--- src/rtl/alu_issue_ctrl.sv ---
// Issue controller for the shared 32-bit combinational ALU: accepts one request, runs one execute cycle, holds the response.
// Optional macro ALU_ISSUE_FWD_EN adds a last-result register that can replace operand A.
module alu_issue_ctrl (
  input  logic        clk,
  input  logic        rst,
  input  logic        req_valid,
  output logic        req_ready,
  input  logic [2:0]  req_op,
  input  logic [31:0] req_a,
  input  logic [31:0] req_b,
  input  logic [3:0]  req_tag,
  input  logic        req_fwd,
  output logic [31:0] alu_in0,
  output logic [31:0] alu_in1,
  output logic [2:0]  alu_sel,
  input  logic [31:0] alu_out0,
  input  logic        alu_zero,
  input  logic        alu_msb,
  input  logic        alu_carry,
  output logic        rsp_valid,
  input  logic        rsp_ready,
  output logic [31:0] rsp_data,
  output logic        rsp_zero,
  output logic        rsp_msb,
  output logic        rsp_carry,
  output logic [3:0]  rsp_tag,
  output logic        busy
);

  localparam int unsigned DW  = 32;
  localparam int unsigned OPW = 3;
  localparam int unsigned TW  = 4;
  localparam logic [OPW-1:0] OP_SUB = OPW'(1);

  typedef enum logic [1:0] {IDLE, EXEC, RESP} state_t;

  state_t        state;
  state_t        state_next;
  logic          accept;
  logic          rsp_fire;
  logic [TW-1:0] tag_q;
  logic [DW-1:0] opa;

  // Operand A source: optional forwarding of the last handed-off result
`ifdef ALU_ISSUE_FWD_EN
  logic [DW-1:0] last_result;

  always_ff @(posedge clk or posedge rst) begin
    if (rst) begin
      last_result <= '0;
    end else if (rsp_fire) begin
      last_result <= rsp_data;
    end
  end

  assign opa = req_fwd ? last_result : req_a;
`else
  logic unused_fwd;
  assign unused_fwd = req_fwd;
  assign opa        = req_a;
`endif

  // State register
  always_ff @(posedge clk or posedge rst) begin
    if (rst) begin
      state <= IDLE;
    end else begin
      state <= state_next;
    end
  end

  // Next-state and handshake decode
  always_comb begin
    state_next = state;
    accept     = 1'b0;
    rsp_fire   = 1'b0;
    case (state)
      IDLE: begin
        if (req_valid && req_ready) begin
          accept     = 1'b1;
          state_next = EXEC;
        end
      end
      EXEC: begin
        state_next = RESP;
      end
      RESP: begin
        if (rsp_ready) begin
          rsp_fire   = 1'b1;
          state_next = IDLE;
        end
      end
      default: begin
        state_next = IDLE;
      end
    endcase
  end

  // Registered handshake/status outputs track the state being entered
  always_ff @(posedge clk or posedge rst) begin
    if (rst) begin
      req_ready <= 1'b0;
      rsp_valid <= 1'b0;
      busy      <= 1'b0;
    end else begin
      req_ready <= (state_next == IDLE);
      rsp_valid <= (state_next == RESP);
      busy      <= (state_next != IDLE);
    end
  end

  // ALU operand registers double as the request latch; they hold outside EXEC
  always_ff @(posedge clk or posedge rst) begin
    if (rst) begin
      alu_in0 <= '0;
      alu_in1 <= '0;
      alu_sel <= '0;
      tag_q   <= '0;
    end else if (accept) begin
      alu_in0 <= opa;
      alu_in1 <= req_b;
      alu_sel <= req_op;
      tag_q   <= req_tag;
    end
  end

  // Response capture at the end of the execute cycle; carry is a borrow, kept only for sub
  always_ff @(posedge clk or posedge rst) begin
    if (rst) begin
      rsp_data  <= '0;
      rsp_zero  <= 1'b0;
      rsp_msb   <= 1'b0;
      rsp_carry <= 1'b0;
      rsp_tag   <= '0;
    end else if (state == EXEC) begin
      rsp_data  <= alu_out0;
      rsp_zero  <= alu_zero;
      rsp_msb   <= alu_msb;
      rsp_carry <= (alu_sel == OP_SUB) && alu_carry;
      rsp_tag   <= tag_q;
    end
  end

endmodule
--- config.mk ---
export PLATFORM = sky130hd
export DESIGN_NAME = alu_issue_ctrl
export DESIGN_NICKNAME = d
export VERILOG_FILES = /design/src/rtl/alu_issue_ctrl.sv
export SDC_FILE = /design/constraint.sdc
export NUM_CORES = 1
export LEC_CHECK = 0
export ABC_AREA = 0
export BUFFER_PORTS_ARGS = -buffer_cell sky130_fd_sc_hd__clkbuf_2
export CAP_MARGIN = 20
export CORE_MARGIN = 2
export CORE_UTILIZATION = 46
export CTS_CLUSTER_SIZE = 28
export DETAILED_ROUTE_END_ITERATION = 8
export PLACE_DENSITY_LB_ADDON = 0.25
export SYNTH_ARGS = -nofsm -noshare
export SYNTH_HDL_FRONTEND = slang
export SYNTH_SLANG_ARGS = --single-unit
--- constraint.sdc ---
create_clock -name clk -period 3.8 [get_ports clk]
set_input_delay 0.19 -clock clk [delete_from_list [all_inputs] [get_ports clk]]
set_output_delay 0.19 -clock clk [all_outputs]
set_load 0.01 [all_outputs]
==> flow_metrics.py, run 1 <==
metrics = {
    "setup_path": {
        "reg2reg_from": "state[1]$_DFF_PP0_",
        "crit_path_max_fanout": 43,
        "r2r_end": "alu_in0[27]$_DFFE_PP0P_",
        "worst-setup-path-type": "reg2reg",
        "critPathCaptureType": "flip-flop",
        "startpoint_type": "flip-flop",
        "r2r_slack_ns": 1.57,
        "critPathArrivalTime_ns": 2.63,
        "cp-endpoint": "alu_in0[27]$_DFFE_PP0P_",
        "startpoint": "state[1]$_DFF_PP0_",
        "ff2ff_path_depth": 3,
        "crit_required_ns": 4.19,
    },
    "power_and_ir_drop": {
        "leakagePower_uw": 0.00374,
        "power_uw": 6360,
        "peakVddDrop_mv": 0.490,
        "switching_share_pct": 30.8,
        "power.internal_uw": 4410,
        "clock_power_share_pct": 27.5,
        "pwr-share-comb_pct": 37.6,
        "p_seq_share_pct": 34.9,
        "power_density_nw_per_um2": 854,
        "p_switching_uw": 1960,
    },
    "clocking": {
        "cts_tree": "yes",
        "clk_latency_ns": 0.52,
        "cts_resized": 0,
        "cts_max_level": 4,
        "numClockSinks": 115,
        "cts_made_buffers": 17,
        "clockBufferDepth": 2,
        "holdBufCountCts": 106,
        "clock-root-buffer": "clkbuf_8",
        "cts_setup_buffers": 0,
        "path_clk_slew_ns": 0.06,
    },
    "sta": {
        "min_period_ns": 2.23,
        "fmax_mhz": 447,
        "finalHoldViolCount": 0,
        "slew_headroom_pct": 36.6,
        "skew_ns": 0.0110,
        "fin_ws_ns": 1.57,
        "final_max_slew_viol_count": 0,
        "whs_ns": 0.0349,
        "fin_crit_sh_pct": 58.8,
        "tightest_slew_ns": 0.950,
        "fin_setup_tns_ns": 0,
        "rsz0062_at_grt": "false",
        "setup_viol": 0,
    },
    "floorplan": {
        "fp.dieH_um": 103,
        "die_x_um": 103,
        "start_util_pct": 46.9,
        "io_pins": 220,
        "dieArea_um2": 10600,
        "coreArea_um2": 9640,
        "row_count": 36,
    },
    "synthesis": {
        "mappedNetlistArea_um2": 4520,
        "yosysUniqueCellTypes": 16,
        "avgSynthCellArea_um2": 18.3,
        "yosysWarnings": 0,
        "syn-instance-count": 247,
        "synth_seq_area_share_pct": 63.6,
        "synth_nets": 358,
        "ys_ff_latch": 115,
    },
    "final_layout": {
        "nets": 692,
        "diodes": 0,
        "post_route_cells_drive_above_1_share_pct": 58.6,
        "utilization_pct": 77.3,
        "area_growth_pct": 64.8,
    },
    "grt": {
        "antenna_found_initial": 0,
        "track_usage_pct": 22.9,
        "grt_pass1_vias": 3601,
        "grt_max_degree": 85,
        "grt_overflow": 0,
        "grt_pass1_wl_mm": 17.9,
    },
    "routing": {
        "first_pass_iters": 4,
        "drtIter0Drc": 63,
        "drc": 0,
        "num_vias": 3389,
        "wire_per_inst_um": 16.7,
        "routed_via_density": 4.66,
        "totalWireLength_mm": 12.1,
        "ant_nets": 0,
    },
    "placed_design": {
        "dp_hpwl_mm": 6.56,
        "gp_congestion": 0.697,
        "port_buffers": 218,
        "post-place-ws_ns": 1.59,
    },
    "outcome": {
        "status": "finished clean",
    },
    "min_path": {
        "hold_path_class": "in2reg",
        "hold-path-cell-count": 3,
    },
    "job": {
        "drv_cap": 0,
    },
}
-- routing by layer --
layer	wire length [um]	GRT usage [%]	vias to the layer above
li1	-	-	1543
met1	4450	24.2	1676
met2	6530	41.1	137
met3	754	7.53	33
met4	404	11.1	0
met5	0	0	-
-- worst min-delay path by stage --
stage / start / to
floorplan: alu_out0[0] / rsp_data[0]$_DFFE_PP0N_
global placement: alu_out0[5] / rsp_data[5]$_DFFE_PP0N_
detailed placement: alu_out0[9] / rsp_data[9]$_DFFE_PP0N_
CTS: rsp_ready / rsp_valid$_DFF_PP0_
global route: rsp_ready / rsp_valid$_DFF_PP0_
finish: rsp_ready / rsp_valid$_DFF_PP0_
-- registers in the layout, summed over array words and instances, names as in the netlist, 2 cells and up --
register,count
alu_in0,32
alu_in1,32
alu_sel,3
rsp_data,32
rsp_tag,4
state,2
tag_q,4
-- critical path, cell delays in order, from the launching register on --
cell      delay (ns)
dfrtp_1         0.44
and4bb_4        0.96
buf_12          0.34
mux2_1          0.36
-- logic make-up after synthesis --
logic type	Yosys count	share of synthesized area (%)
compound gates	4	0.691
buf+inv	13	2.49
flops	115	63.6
mux	110	32.4
simple gates	5	0.857
-- synthesized netlist by cell type --
cell,instances,area (um^2)
dfrtp_1,115,2880
mux2_4,60,901
a211oi_1,1,7.51
buf_2,3,15.0
nor2_1,1,3.75
and4bb_1,1,12.5
a21o_1,2,15.0
mux2_1,18,203
buf_4,2,15.0
a211o_1,1,8.76
inv_1,1,3.75
nor4bb_1,1,10.0
mux2_2,32,360
nor2b_1,1,6.26
nand2b_1,1,6.26
buf_6,7,78.8
-- area by class of cell --
type,count,area [um^2]
well taps,133,166
flip-flops and latches,115,2880
multi-input cells,119,1540
repair buffers,327,2210
fillers,590,2180
inverters,1,6.26
clock buffers,20,455
clock inverters,12,201
-- placed cells by master (no fill, tap or decap), types with 4 or more instances in the layout --
| master | instances |
|---|---|
| clkbuf_8 | 4 |
| dfrtp_1 | 115 |
| clkbuf_16 | 16 |
| mux2_4 | 60 |
| mux2_2 | 32 |
| clkbuf_2 | 218 |
| bufinv_16 | 5 |
| dlygate4sd3_1 | 106 |
| mux2_1 | 18 |
-- power groups by stage --
| stage | sequential, uW | combinational (uW) | clock [uW] |
|---|---|---|---|
| finish | 2220 | 2390 | 1750 |
| global route | 2300 | 2560 | 1850 |
| CTS | 2200 | 2390 | 1780 |
| detailed placement | 2200 | 2290 | 0 |
| global placement | 2180 | 2250 | 0 |
| floorplan | 2470 | 1200 | 0 |
-- per-stage QoR --
step | area (um^2) | cells
floorplan | 4520 | 247
global placement | 5710 | 588
detailed placement | 5710 | 588
CTS | 7430 | 726
global route | 7450 | 727
finish | 7450 | 727
(Power assumes the default switching activity.)
==> run 2: changes to the inputs <==
--- a/config.mk
+++ b/config.mk
@@ -9,7 +9,7 @@
 export BUFFER_PORTS_ARGS = -buffer_cell sky130_fd_sc_hd__clkbuf_2
 export CAP_MARGIN = 20
 export CORE_MARGIN = 2
-export CORE_UTILIZATION = 46
+export CORE_UTILIZATION = 41
 export CTS_CLUSTER_SIZE = 28
 export DETAILED_ROUTE_END_ITERATION = 8
 export PLACE_DENSITY_LB_ADDON = 0.25
==> constraint.sdc (replaced) <==
create_clock -name clk -period 2 [get_ports clk]
set_input_delay 0.1 -clock clk [delete_from_list [all_inputs] [get_ports clk]]
set_output_delay 0.1 -clock clk [all_outputs]
set_load 0.01 [all_outputs]
==> run 2 against run 1 <==
Net effect:
- cell area rose by 1.1%
- power is 92% higher
- final cell count is 1.4% higher
- clock power grew 95%
- global-route usage shrank 3.2 points
==> flow_metrics.py, run 2 (synthesized netlist as in run 1, its figures left out) <==
metrics = {
    "outcome": {
        "status": "finished clean",
    },
    "routing": {
        "first_pass_iters": 4,
        "routed_via_density": 4.54,
        "totalWireLength_mm": 11.4,
        "drc": 0,
        "wire_per_inst_um": 15.4,
        "num_vias": 3347,
        "ant_nets": 0,
        "drtIter0Drc": 96,
    },
    "clocking": {
        "clk_latency_ns": 0.52,
        "clock-root-buffer": "clkbuf_8",
        "holdBufCountCts": 107,
        "path_clk_slew_ns": 0.06,
        "cts_max_level": 4,
        "cts_made_buffers": 17,
        "clockBufferDepth": 2,
        "cts_setup_buffers": 0,
        "numClockSinks": 115,
        "cts_resized": 0,
        "cts_tree": "yes",
    },
    "sta": {
        "fmax_mhz": 632,
        "finalHoldViolCount": 0,
        "fin_setup_tns_ns": 0,
        "final_max_slew_viol_count": 0,
        "tightest_slew_ns": 0.362,
        "rsz0062_at_grt": "false",
        "setup_viol": 0,
        "slew_headroom_pct": 75.8,
        "min_period_ns": 1.58,
        "skew_ns": 0.00722,
        "fin_crit_sh_pct": 79.1,
    },
    "power_and_ir_drop": {
        "power.internal_uw": 8560,
        "power_uw": 12200,
        "p_seq_share_pct": 34.4,
        "p_switching_uw": 3620,
        "switching_share_pct": 29.7,
        "leakagePower_uw": 0.00378,
        "peakVddDrop_mv": 0.868,
        "power_density_nw_per_um2": 1620,
        "clock_power_share_pct": 28.1,
        "pwr-share-comb_pct": 37.5,
    },
    "placed_design": {
        "gp_congestion": 0.718,
        "port_buffers": 218,
        "dp_hpwl_mm": 6.98,
    },
    "floorplan": {
        "die_x_um": 109,
        "fp.dieH_um": 109,
        "row_count": 38,
        "io_pins": 220,
        "start_util_pct": 41.9,
        "coreArea_um2": 10800,
        "dieArea_um2": 11900,
    },
    "final_layout": {
        "largest_registers": "alu_in0 (32), alu_in1 (32), rsp_data (32)",
        "layout_common_cells": "clkbuf_2, dfrtp_1, dlygate4sd3_1",
        "nets": 695,
        "fillers": 695,
        "final_common_cell": "clkbuf_2",
        "area_growth_pct": 66.6,
        "diodes": 0,
        "multi_input_area_um2": 1540,
        "post_route_cells_drive_above_1_share_pct": 58.5,
        "seq_area_um2": 2880,
    },
    "setup_path": {
        "startpoint_type": "flip-flop",
        "worst-setup-path-type": "reg2reg",
        "critPathCaptureType": "flip-flop",
        "crit_path_max_fanout": 37,
        "crit_required_ns": 2.39,
        "critPathArrivalTime_ns": 1.98,
    },
    "job": {
        "drv_cap": 0,
    },
    "grt": {
        "grt_pass1_wl_mm": 17.5,
        "track_usage_pct": 19.7,
        "antenna_found_initial": 0,
        "grt_max_degree": 65,
        "grt_overflow": 0,
        "grt_pass1_vias": 3666,
    },
    "min_path": {
        "hold_path_class": "in2reg",
    },
}
run 2: cell type report:
class | instances | area share [%]
clock buffers | 22 | 6.28
multi-input cells | 119 | 20.4
well taps | 140 | 2.32
clock inverters | 10 | 2.66
flip-flops and latches | 115 | 38.2
repair buffers | 330 | 30.0
inverters | 1 | 0.0996
run 2: power by group through the flow:
stage	sequential (uW)	clock [uW]	combinational, uW
floorplan	4680	0	2270
global route	4350	3580	4910
finish	4190	3420	4580
detailed placement	4200	0	4420
global placement	4130	0	4350
CTS	4190	3470	4610
run 2: path summary, 6_finish.rpt:
kind,start,end,slack (ns),cells after the start
min,alu_carry,rsp_carry$_DFFE_PP0N_,0.09,3
max reg2reg,state[1]$_DFF_PP0_,alu_in0[29]$_DFFE_PP0P_,0.42,3
max in group asynchronous,rst,alu_in1[2]$_DFFE_PP0P_,1.44,4
min in group asynchronous,rst,rsp_data[24]$_DFFE_PP0N_,0.25,4
min reg2reg,alu_in0[28]$_DFFE_PP0P_,alu_in0[28]$_DFFE_PP0P_,0.48,1
max,state[1]$_DFF_PP0_,alu_in0[29]$_DFFE_PP0P_,0.42,3
run 2: stage by stage:
step | hold slack [ns] | area [um^2] | std cells | util, % | worst slack (ns)
2_1_floorplan | 0.232 | 4530 | 247 | - | 0.501
3_3_place_gp | 0.213 | 5790 | 598 | 53.7 | 0.451
3_5_place_dp | 0.226 | 5790 | 598 | 53.7 | 0.418
4_1_cts | 0.0645 | 7540 | 737 | 69.8 | 0.417
5_1_grt | 0.0942 | 7540 | 737 | 69.8 | 0.373
6_report | 0.0909 | 7540 | 737 | 69.8 | 0.418
run 2: routing by layer:
layer | GRT usage [%] | wire length, um | up-vias
met2 | 35.7 | 6210 | 120
met1 | 20.4 | 4150 | 1648
li1 | - | - | 1547
met5 | 0 | 0 | -
met4 | 11.6 | 400 | 0
met3 | 5.08 | 591 | 32
run 2: worst max-delay path, cell delays in order, from the launching register on:
cell and delay (ns):
dfrtp_1 0.43, and4bb_4 0.38, buf_12 0.27, mux2_1 0.36
==> run 3: changes to the inputs <==
--- a/config.mk
+++ b/config.mk
@@ -5,11 +5,11 @@
 export SDC_FILE = /design/constraint.sdc
 export NUM_CORES = 1
 export LEC_CHECK = 0
-export ABC_AREA = 0
+export ABC_AREA = 1
 export BUFFER_PORTS_ARGS = -buffer_cell sky130_fd_sc_hd__clkbuf_2
 export CAP_MARGIN = 20
 export CORE_MARGIN = 2
-export CORE_UTILIZATION = 41
+export CORE_UTILIZATION = 46
 export CTS_CLUSTER_SIZE = 28
 export DETAILED_ROUTE_END_ITERATION = 8
 export PLACE_DENSITY_LB_ADDON = 0.25
==> constraint.sdc (replaced) <==
create_clock -name clk -period 1.5 [get_ports clk]
set_input_delay 0.075 -clock clk [delete_from_list [all_inputs] [get_ports clk]]
set_output_delay 0.075 -clock clk [all_outputs]
set_load 0.01 [all_outputs]
==> run 3 against run 2 <==
Net effect:
- sequential power increased by 31%
- clock power rose by 5%
- highest routed layer unchanged
- combinational power is 28% higher
- register-to-register slack worse by 0.17 ns
- final cell count up 31%
- synthesized cell count rose by 100%
- maximum frequency rose by 26%
- area after synthesis down 2.1%
- critical path type unchanged
- routed wire length grew 36%
- sequential share of layout area grew 0.71 points
- largest cell class unchanged
==> flow_metrics.py, run 3 <==
metrics = {
    "sta": {
        "slew_headroom_pct": 60.3,
        "skew_ns": 0.00855,
        "fmax_mhz": 797,
        "fin_crit_sh_pct": 83.7,
        "tightest_slew_ns": 0.594,
        "min_period_ns": 1.25,
        "final_max_slew_viol_count": 0,
        "rsz0062_at_grt": "false",
        "setup_viol": 0,
        "fin_setup_tns_ns": 0,
        "fin_ws_ns": 0.245,
        "finalHoldViolCount": 0,
    },
    "floorplan": {
        "coreArea_um2": 9280,
        "start_util_pct": 47.7,
        "row_count": 35,
        "fp.dieH_um": 102,
        "dieArea_um2": 10400,
        "die_x_um": 102,
        "io_pins": 220,
    },
    "clocking": {
        "numClockSinks": 115,
        "cts_setup_buffers": 0,
        "clockBufferDepth": 2,
        "holdBufCountCts": 109,
        "clk_latency_ns": 0.50,
        "path_clk_slew_ns": 0.05,
        "cts_resized": 0,
        "clock-root-buffer": "clkbuf_8",
        "cts_max_level": 4,
        "cts_tree": "yes",
        "cts_made_buffers": 17,
    },
    "routing": {
        "drtIter0Drc": 228,
        "drc": 0,
        "first_pass_iters": 5,
        "wl_met1_mm": 5.75,
        "wire_per_inst_um": 15.9,
        "routed_via_density": 4.99,
        "topRoutingLayerUsed": "met4",
        "ant_nets": 0,
        "totalWireLength_mm": 15.4,
        "num_vias": 4837,
        "routed-wl-met2_mm": 7.73,
        "wl_met3_mm": 1.22,
    },
    "synthesis": {
        "synthTopCellsByCount": "nand2_1, dfrtp_1, nand3_1",
        "synth_nets": 605,
        "synthXorXnorAreaFrac_pct": 0,
        "synth_edf_count": 0,
        "synth_seq_area_share_pct": 65.0,
        "syn-instance-count": 494,
        "synth_flop_cell": "dfrtp_1",
        "synthTopCellsByArea": "dfrtp_1, nand2_1, nand3_1",
        "yosysUniqueCellTypes": 12,
        "synth-simple-area-share_pct": 31.4,
        "yosysWarnings": 0,
        "netlist.area_leader.share_pct": 65.0,
        "async_reset_ff_share_pct": 100,
        "synth_most_common_cell": "nand2_1",
        "synth_fa_ha_area_share_pct": 0,
        "synth-compound-area-share_pct": 0,
        "synth_top_cell_by_area": "dfrtp_1",
        "synthMuxAreaShare_pct": 0,
        "ys_ff_latch": 115,
        "mappedNetlistArea_um2": 4430,
        "synth_top_family_by_area": "simple AND/OR/NAND/NOR gates",
        "avgSynthCellArea_um2": 8.97,
    },
    "setup_path": {
        "crit_required_ns": 1.94,
        "startpoint_type": "flip-flop",
        "critPathCaptureType": "flip-flop",
        "crit_path_max_fanout": 30,
        "r2r_slack_ns": 0.25,
        "worst-setup-path-type": "reg2reg",
        "critPathArrivalTime_ns": 1.69,
    },
    "power_and_ir_drop": {
        "leakagePower_uw": 0.00418,
        "power_density_nw_per_um2": 2020,
        "peakVddDrop_mv": 1.19,
    },
    "final_layout": {
        "diodes": 0,
        "fillers": 561,
        "area_growth_pct": 67.0,
        "final_common_cell": "nand2_1",
        "post_route_cells_drive_above_1_share_pct": 32.1,
        "nets": 940,
        "layout_common_cells": "nand2_1, clkbuf_2, dfrtp_1",
        "largest_registers": "alu_in0 (32), alu_in1 (32), rsp_data (32)",
    },
    "outcome": {
        "status": "finished clean",
    },
    "grt": {
        "grt_pass1_wl_mm": 23.8,
        "antenna_found_initial": 0,
        "grt_overflow": 0,
        "grt_max_degree": 53,
        "track_usage_pct": 30.2,
        "grt_pass1_vias": 4896,
    },
    "placed_design": {
        "dp_hpwl_mm": 8.19,
        "post-place-ws_ns": 0.298,
        "gp_congestion": 0.793,
        "port_buffers": 218,
    },
    "job": {
        "drv_cap": 0,
    },
    "min_path": {
        "hold_path_class": "in2async",
    },
}
-- run 3: power breakdown --
part / total, uW / switching (uW) / internal [uW]
Combinational: 5850 / 3600 / 2250
Sequential: 5500 / 905 / 4600
Clock: 3600 / 1350 / 2240
-- run 3: per-layer routing --
| layer | up-vias | GRT usage (%) |
|---|---|---|
| met3 | 69 | 9.71 |
| met2 | 254 | 51.0 |
| met5 | - | 0 |
| met1 | 2302 | 33.7 |
| li1 | 2212 | - |
| met4 | 0 | 17.2 |
-- run 3: through the flow --
| step | area (um^2) | total power [uW] | hold WS [ns] | util (%) | instances |
|---|---|---|---|---|---|
| finish | 7400 | 14900 | 0.200 | 79.7 | 969 |
| global route | 7400 | 15900 | 0.214 | 79.7 | 969 |
| CTS | 7400 | 14700 | 0.177 | 79.7 | 969 |
| detailed placement | 5780 | 10900 | 0.164 | 62.2 | 830 |
| global placement | 5780 | 10700 | 0.155 | 62.2 | 830 |
| floorplan | 4430 | 8430 | 0.185 | - | 494 |
-- run 3: critical path, cell delays in order, from the launching register on --
cell	delay, ns
dfrtp_1	0.41
inv_1	0.10
nor2_2	0.11
buf_4	0.32
nand2_1	0.16
nand2_1	0.09
-- run 3: path summary, 6_finish.rpt --
check | from | depth (start not counted) | endpoint
setup / recovery | state[0]$_DFF_PP0_ | 5 | rsp_data[5]$_DFFE_PP0N_
hold / removal | rst | 3 | rsp_data[10]$_DFFE_PP0N_
setup reg to reg | state[0]$_DFF_PP0_ | 5 | rsp_data[5]$_DFFE_PP0N_
hold reg to reg | tag_q[2]$_DFFE_PP0P_ | 2 | rsp_tag[2]$_DFFE_PP0N_
max in group asynchronous | rst | 4 | alu_in1[25]$_DFFE_PP0P_
min in group clk | alu_out0[30] | 4 | rsp_data[30]$_DFFE_PP0N_
-- run 3: area by class of cell --
type / count / area (um^2) / share of cell area, %
sequential: 115 / 2880 / 38.9
tap: 129 / 161 / 2.18
clock inverter: 10 / 86.3 / 1.17
clock buffer: 20 / 445 / 6.02
inverter: 6 / 26.3 / 0.355
timing repair buffer: 345 / 2400 / 32.5
multi-input combinational: 344 / 1400 / 18.9
-- run 3: kinds of logic after synthesis --
group,count (synthesis)
and+or+nand+nor,344
DFF,115
buffers and inverters,35
